**config.mk**
```make
export PLATFORM = sky130hd
export DESIGN_NAME = adder_rr_arbiter_flat
export DESIGN_NICKNAME = d
export VERILOG_FILES = /design/src/rtl/adder_rr_arbiter_if.sv /design/src/rtl/adder_rr_arbiter.sv /design/src/flat_wrapper.sv
export SDC_FILE = /design/constraint.sdc
export NUM_CORES = 1
export LEC_CHECK = 0
export ABC_AREA = 1
export CAP_MARGIN = 0
export CORE_ASPECT_RATIO = 1.2
export CORE_MARGIN = 5
export CORE_UTILIZATION = 32
export CTS_BUF_LIST = sky130_fd_sc_hd__clkbuf_4 sky130_fd_sc_hd__clkbuf_8
export DETAILED_ROUTE_END_ITERATION = 6
export SKIP_CTS_REPAIR_TIMING = 1
export SLEW_MARGIN = 20
export SYNTH_ARGS = -nofsm -noshare
export SYNTH_HDL_FRONTEND = slang
export SYNTH_SLANG_ARGS = --single-unit
```
**constraint.sdc**
```tcl
create_clock -name clk -period 5.4 [get_ports clk]
set_clock_uncertainty 0.15 [all_clocks]
set_input_delay 1.08 -clock clk [delete_from_list [all_inputs] [get_ports clk]]
set_output_delay 1.08 -clock clk [all_outputs]
set_load 0.03 [all_outputs]
```
**src/rtl/adder_rr_arbiter_if.sv**
```systemverilog
// Requester/consumer bundle for adder_rr_arbiter: operands, grant pulse and result handshake.
// slave = arbiter side, master = requesters plus result consumer.
interface adder_rr_arbiter_if #(
    parameter int N = 8
) ();
    logic [3:0]     req;
    logic [4*N-1:0] num1_i;
    logic [4*N-1:0] num2_i;
    logic [3:0]     gnt;
    logic           out_valid;
    logic           out_ready;
    logic [1:0]     out_id;
    logic [N:0]     result;
    logic           busy;

    modport slave (
        input  req, num1_i, num2_i, out_ready,
        output gnt, out_valid, out_id, result, busy
    );

    modport master (
        output req, num1_i, num2_i, out_ready,
        input  gnt, out_valid, out_id, result, busy
    );
endinterface

```
**src/rtl/adder_rr_arbiter.sv**
```systemverilog
// Round-robin arbiter sharing one ripple-carry adder among 4 requesters; op_count under ADDER_ARB_CNT_EN.
// Latency: gnt 1 cycle after req sampled in IDLE, out_valid 1 cycle later.
// Backpressure: result held in HOLD until out_ready; req ignored outside IDLE.
module RippleCarry_Adder #(
    parameter int N = 8
) (
    input  logic [N-1:0] a,
    input  logic [N-1:0] b,
    input  logic         cin,
    output logic [N-1:0] sum,
    output logic         cout
);
    logic [N:0] c;

    assign c[0] = cin;
    for (genvar i = 0; i < N; i++) begin : g_fa
        assign sum[i]   = a[i] ^ b[i] ^ c[i];
        assign c[i+1]   = (a[i] & b[i]) | (c[i] & (a[i] ^ b[i]));
    end
    assign cout = c[N];
endmodule

module adder_rr_arbiter #(
    parameter int N    = 8,
    parameter int NREQ = 4
) (
    input  logic                clk,
    input  logic                rst,
    adder_rr_arbiter_if.slave   bus
`ifdef ADDER_ARB_CNT_EN
    ,
    output logic [15:0]         op_count
`endif
);
    typedef enum logic [1:0] {
        IDLE = 2'd0,
        EXEC = 2'd1,
        HOLD = 2'd2
    } state_t;

    state_t          state_q, state_d;
    logic [1:0]      ptr_q, ptr_d;
    logic [N-1:0]    op_a_q, op_a_d;
    logic [N-1:0]    op_b_q, op_b_d;
    logic [NREQ-1:0] gnt_q, gnt_d;
    logic            out_valid_q, out_valid_d;
    logic [1:0]      out_id_q, out_id_d;
    logic [N:0]      result_q, result_d;

    logic [N-1:0]    sum;
    logic            cout;
    logic            sel_vld;
    logic [1:0]      sel_idx;
    logic [1:0]      cand;

    RippleCarry_Adder #(.N(N)) u_adder (
        .a    (op_a_q),
        .b    (op_b_q),
        .cin  (1'b0),
        .sum  (sum),
        .cout (cout)
    );

    // Scan downward so the candidate closest to ptr is the one left standing.
    always_comb begin
        sel_vld = 1'b0;
        sel_idx = ptr_q;
        cand    = ptr_q;
        for (int k = NREQ - 1; k >= 0; k--) begin
            cand = ptr_q + 2'(k);
            if (bus.req[cand]) begin
                sel_vld = 1'b1;
                sel_idx = cand;
            end
        end
    end

    always_comb begin
        state_d     = state_q;
        ptr_d       = ptr_q;
        op_a_d      = op_a_q;
        op_b_d      = op_b_q;
        gnt_d       = '0;
        out_valid_d = out_valid_q;
        out_id_d    = out_id_q;
        result_d    = result_q;
        case (state_q)
            IDLE: begin
                if (sel_vld) begin
                    op_a_d         = bus.num1_i[int'(sel_idx)*N +: N];
                    op_b_d         = bus.num2_i[int'(sel_idx)*N +: N];
                    out_id_d       = sel_idx;
                    gnt_d[sel_idx] = 1'b1;
                    state_d        = EXEC;
                end
            end
            EXEC: begin
                result_d    = {cout, sum};
                out_valid_d = 1'b1;
                state_d     = HOLD;
            end
            HOLD: begin
                if (bus.out_ready) begin
                    out_valid_d = 1'b0;
                    ptr_d       = out_id_q + 2'd1;
                    state_d     = IDLE;
                end
            end
            default: state_d = IDLE;
        endcase
    end

    always_ff @(posedge clk) begin
        if (rst) begin
            state_q     <= IDLE;
            ptr_q       <= '0;
            op_a_q      <= '0;
            op_b_q      <= '0;
            gnt_q       <= '0;
            out_valid_q <= 1'b0;
            out_id_q    <= '0;
            result_q    <= '0;
        end else begin
            state_q     <= state_d;
            ptr_q       <= ptr_d;
            op_a_q      <= op_a_d;
            op_b_q      <= op_b_d;
            gnt_q       <= gnt_d;
            out_valid_q <= out_valid_d;
            out_id_q    <= out_id_d;
            result_q    <= result_d;
        end
    end

    assign bus.gnt       = gnt_q;
    assign bus.out_valid = out_valid_q;
    assign bus.out_id    = out_id_q;
    assign bus.result    = result_q;
    assign bus.busy      = (state_q != IDLE);

`ifdef ADDER_ARB_CNT_EN
    logic [15:0] op_count_q, op_count_d;

    // Counts accepted results; natural 16-bit wrap.
    always_comb begin
        op_count_d = op_count_q;
        if (state_q == HOLD && bus.out_ready) begin
            op_count_d = op_count_q + 16'd1;
        end
    end

    always_ff @(posedge clk) begin
        if (rst) begin
            op_count_q <= '0;
        end else begin
            op_count_q <= op_count_d;
        end
    end

    assign op_count = op_count_q;
`endif
endmodule

```
**src/flat_wrapper.sv**
```systemverilog
// flat-port wrapper written by rule: the top's interface ports become plain ports
module adder_rr_arbiter_flat 
#(
    parameter int N    = 8,
    parameter int NREQ = 4
)
  (clk, rst, bus_req, bus_num1_i, bus_num2_i, bus_out_ready, bus_gnt, bus_out_valid, bus_out_id, bus_result, bus_busy);
  adder_rr_arbiter_if #(.N(N)) bus_i ();
  input  logic clk;
  input  logic rst;
  input wire logic [$bits(bus_i.req)-1:0] bus_req;
  input wire logic [$bits(bus_i.num1_i)-1:0] bus_num1_i;
  input wire logic [$bits(bus_i.num2_i)-1:0] bus_num2_i;
  input wire logic [$bits(bus_i.out_ready)-1:0] bus_out_ready;
  output wire logic [$bits(bus_i.gnt)-1:0] bus_gnt;
  output wire logic [$bits(bus_i.out_valid)-1:0] bus_out_valid;
  output wire logic [$bits(bus_i.out_id)-1:0] bus_out_id;
  output wire logic [$bits(bus_i.result)-1:0] bus_result;
  output wire logic [$bits(bus_i.busy)-1:0] bus_busy;
  assign bus_i.req = bus_req;
  assign bus_i.num1_i = bus_num1_i;
  assign bus_i.num2_i = bus_num2_i;
  assign bus_i.out_ready = bus_out_ready;
  assign bus_gnt = bus_i.gnt;
  assign bus_out_valid = bus_i.out_valid;
  assign bus_out_id = bus_i.out_id;
  assign bus_result = bus_i.result;
  assign bus_busy = bus_i.busy;
  adder_rr_arbiter #(.N(N), .NREQ(NREQ)) u_core (.clk(clk), .rst(rst), .bus(bus_i));
endmodule
```
==> results.yml <==
power:
  p_sw_share_pct: 37.7
  peakVddDrop_v: 0.000110
  p_comb_share_pct: 42.2
  leakage_nw: 1.35
  power_switching_w: 0.000359
  clockPowerShare_pct: 21.8
  powerDensity_nw_per_um2: 300
  power.internal_w: 0.000592
  power_frac_seq_pct: 36.0
global_routing:
  grt_first_pass_wirelength_mm: 10.1
  gr-total-overflow: 0
  groute.usage.overall_pct: 14.6
  first_global_vias: 2160
  antenna_found_initial: 0
  grt_max_degree: 40
synth:
  synth-main-ff-cell: "dfxtp_1"
  synthArstFlopShare_pct: 0
  ys_seq_area_share_pct: 32.7
  yosys_warnings: 0
  synth_top_area_share_pct: 32.7
  synth.distinct_cells: 23
  synth_edf_count: 0
  syn_area_per_cell_um2: 6.67
  yosys.area.top_type: "dfxtp_1"
  ys_ff_latch: 36
  synth_area_um2: 2200
  synth_most_common_cell: "nand2_1"
  ys_top_cells_by_count: "60 x nand2_1, 56 x nand3_1, 51 x nor2_1"
  syn-num-nets: 409
  synth_cells: 330
  synthTopCellsByArea: "dfxtp_1 33%, nand3_1 13%, nand2_1 10%"
clocking:
  cts-root-buf: "clkbuf_8"
  htreeDepth: 2
  clock-sinks: 36
  clockBufferDepth: 2
  cts_tree: "done"
  insertion_delay_ps: 290
  numCtsBuffers: 5
  path_clk_slew_ps: 70
final_layout:
  fillers: 701
  syn_to_final_growth_pct: 43.9
  drive_gt1_share_pct: 4.94
  finalInstanceArea_um2: 3170
  final_cells: 492
  antenna_cells: 0
  layout.nets: 484
drt:
  vias: 2316
  avgRoutedWirePerCell_um: 12.8
  dr.pass1.iters: 4
  antenna_left: 0
  drt_iter0_drc: 113
  vias_per_cell: 4.71
  drc: 0
  totalWireLength_mm: 6.28
worst_setup_path:
  cp_slowest_stage_delay_ps: 480
  cpMostUsedCell: "fa_1"
  reg2reg_from: "u_core.op_b_q[0]"
  arrival_ps: 3980
  critPathSlowestCell: "fa_1"
  end_kind: "register"
  cp_max_fo: 2
  start_kind: "register"
  cp_cell_sequence: "ha_1 -> inv_1 -> fa_1 -> inv_1 -> fa_1 -> fa_1 -> fa_1 -> fa_1 -> fa_1 -> inv_1 -> fa_1 -> a21oi_1"
  crit_type: "reg2reg"
  worstPathRequired_ps: 5480
  crit_path_start: "u_core.op_b_q[0]"
sta:
  finalHoldViolations: 0
  max_freq_mhz: 256
  slew_violations: 0
  setup_viol: 0
  rsz0062_at_grt: "no"
  fin_crit_sh_pct: 72.3
  finalSetupTns_ps: 0
  tightest_slew_ps: 890
  fin_crit_ps: 3900
  maxSlewHeadroom_pct: 40.6
place:
  dp_cells: 485
  place_area_um2: 3070
  dpl.hpwl_mm: 4.82
  gp_congestion: 0.809
  io_buffers: 87
floorplan:
  coreArea_um2: 6770
  io_pins: 88
  die_y_um: 101
  num_rows: 33
  die_area_um2: 8650
  chipWidth_um: 85.7
  initial_core_util_pct: 32.5
hold_path:
  hold_path.class: "reg2reg"
  hold_start: "u_core.bus.out_valid"
run_status:
  status: "finished clean"
flow_run:
  drv_cap: 0
==> layout make-up <==
type                    instances  area, um^2  share of cell area, %
well taps                      87         109                   3.44
inverters                      26         100                   3.16
multi-input cells             248        1260                   39.9
repair buffers                 88         878                   27.7
clock buffers                   7        96.3                   3.04
flip-flops and latches         36         721                   22.7
==> metrics by stage <==
step / power [W] / setup slack [ps] / utilization (%) / hold slack (ps)
5_1_grt: 0.00103 / 1130 / 46.8 / 340
2_1_floorplan: 0.000619 / 1660 / - / 327
6_report: 0.000951 / 1500 / 46.8 / 319
3_5_place_dp: 0.000752 / 1180 / 45.4 / 308
4_1_cts: 0.000961 / 1450 / 46.8 / 320
3_3_place_gp: 0.000748 / 1270 / 45.4 / 303
==> cells in the final DEF (no fill, tap or decap) <==
cell type         n
inv_1            21
o21ai_1           1
nor2_1           51
o21ai_0          30
buf_4             1
clkdlybuf4s50_1  87
nand3_1          56
nand2_2           3
nand3b_1          1
a21oi_1           9
nor2_2            2
dfxtp_1          36
clkbuf_8          7
xor2_1            1
nand4_1          22
o21ai_2           1
fa_1              7
nand3_2           1
nor3_1            2
ha_1              1
inv_2             4
inv_4             1
nand2_1          60
==> path summary, 6_finish.rpt <==
kind | end | slack [ps] | cells after the start
worst max register to register | u_core.bus.result[7] | 1500 | 12
worst max-delay path | u_core.bus.result[7] | 1500 | 12
worst min register to register | u_core.bus.out_valid | 320 | 2
worst min-delay path | u_core.bus.out_valid | 320 | 2
==> routing by layer <==
metal / part of all wire [%] / track usage, %
met4: 1.3 / 4.75
met3: 7.3 / 3.76
met2: 45 / 22.3
met5: 0 / 0
met1: 46 / 20.2
==> cell families (layout without fill, tap and decap cells) <==
kind of cell	after synthesis	count (layout)	synth area share, %
DFF	36	36	32.7
AOI/OAI and AO/OA	41	41	9.49
adders and majority gates	8	8	6.93
xor gates and xnor gates	1	1	0.398
and+or+nand+nor	198	198	40.6
buffers and inverters	46	121	9.89
==> worst max-delay path: cells and delay by family, from the launching register on <==
kind / cells / cell delay, ps
buffers and inverters: 3 / 210
DFF: 1 / 320
adders and majority gates: 8 / 3020
AOI/OAI and AO/OA: 1 / 120
==> power groups by stage <==
stage                     logic, W  clock network (W)  registers (W)
after floorplan           0.000243                  0       0.000377
after global placement    0.000399                  0       0.000348
after detailed placement  0.000403                  0       0.000348
after CTS                 0.000405           0.000213       0.000343
after global routing      0.000452           0.000224       0.000349
final                     0.000401           0.000208       0.000342
==> state kept, by name (all words and copies together), names as in the netlist <==
register,cells
u_core.bus.result,9
u_core.state_q,2
u_core.ptr_q,2
u_core.bus.gnt,4
u_core.op_b_q,8
u_core.op_a_q,8
u_core.bus.out_valid,1
u_core.bus.out_id,2
Power figures use the tool's default switching activity.
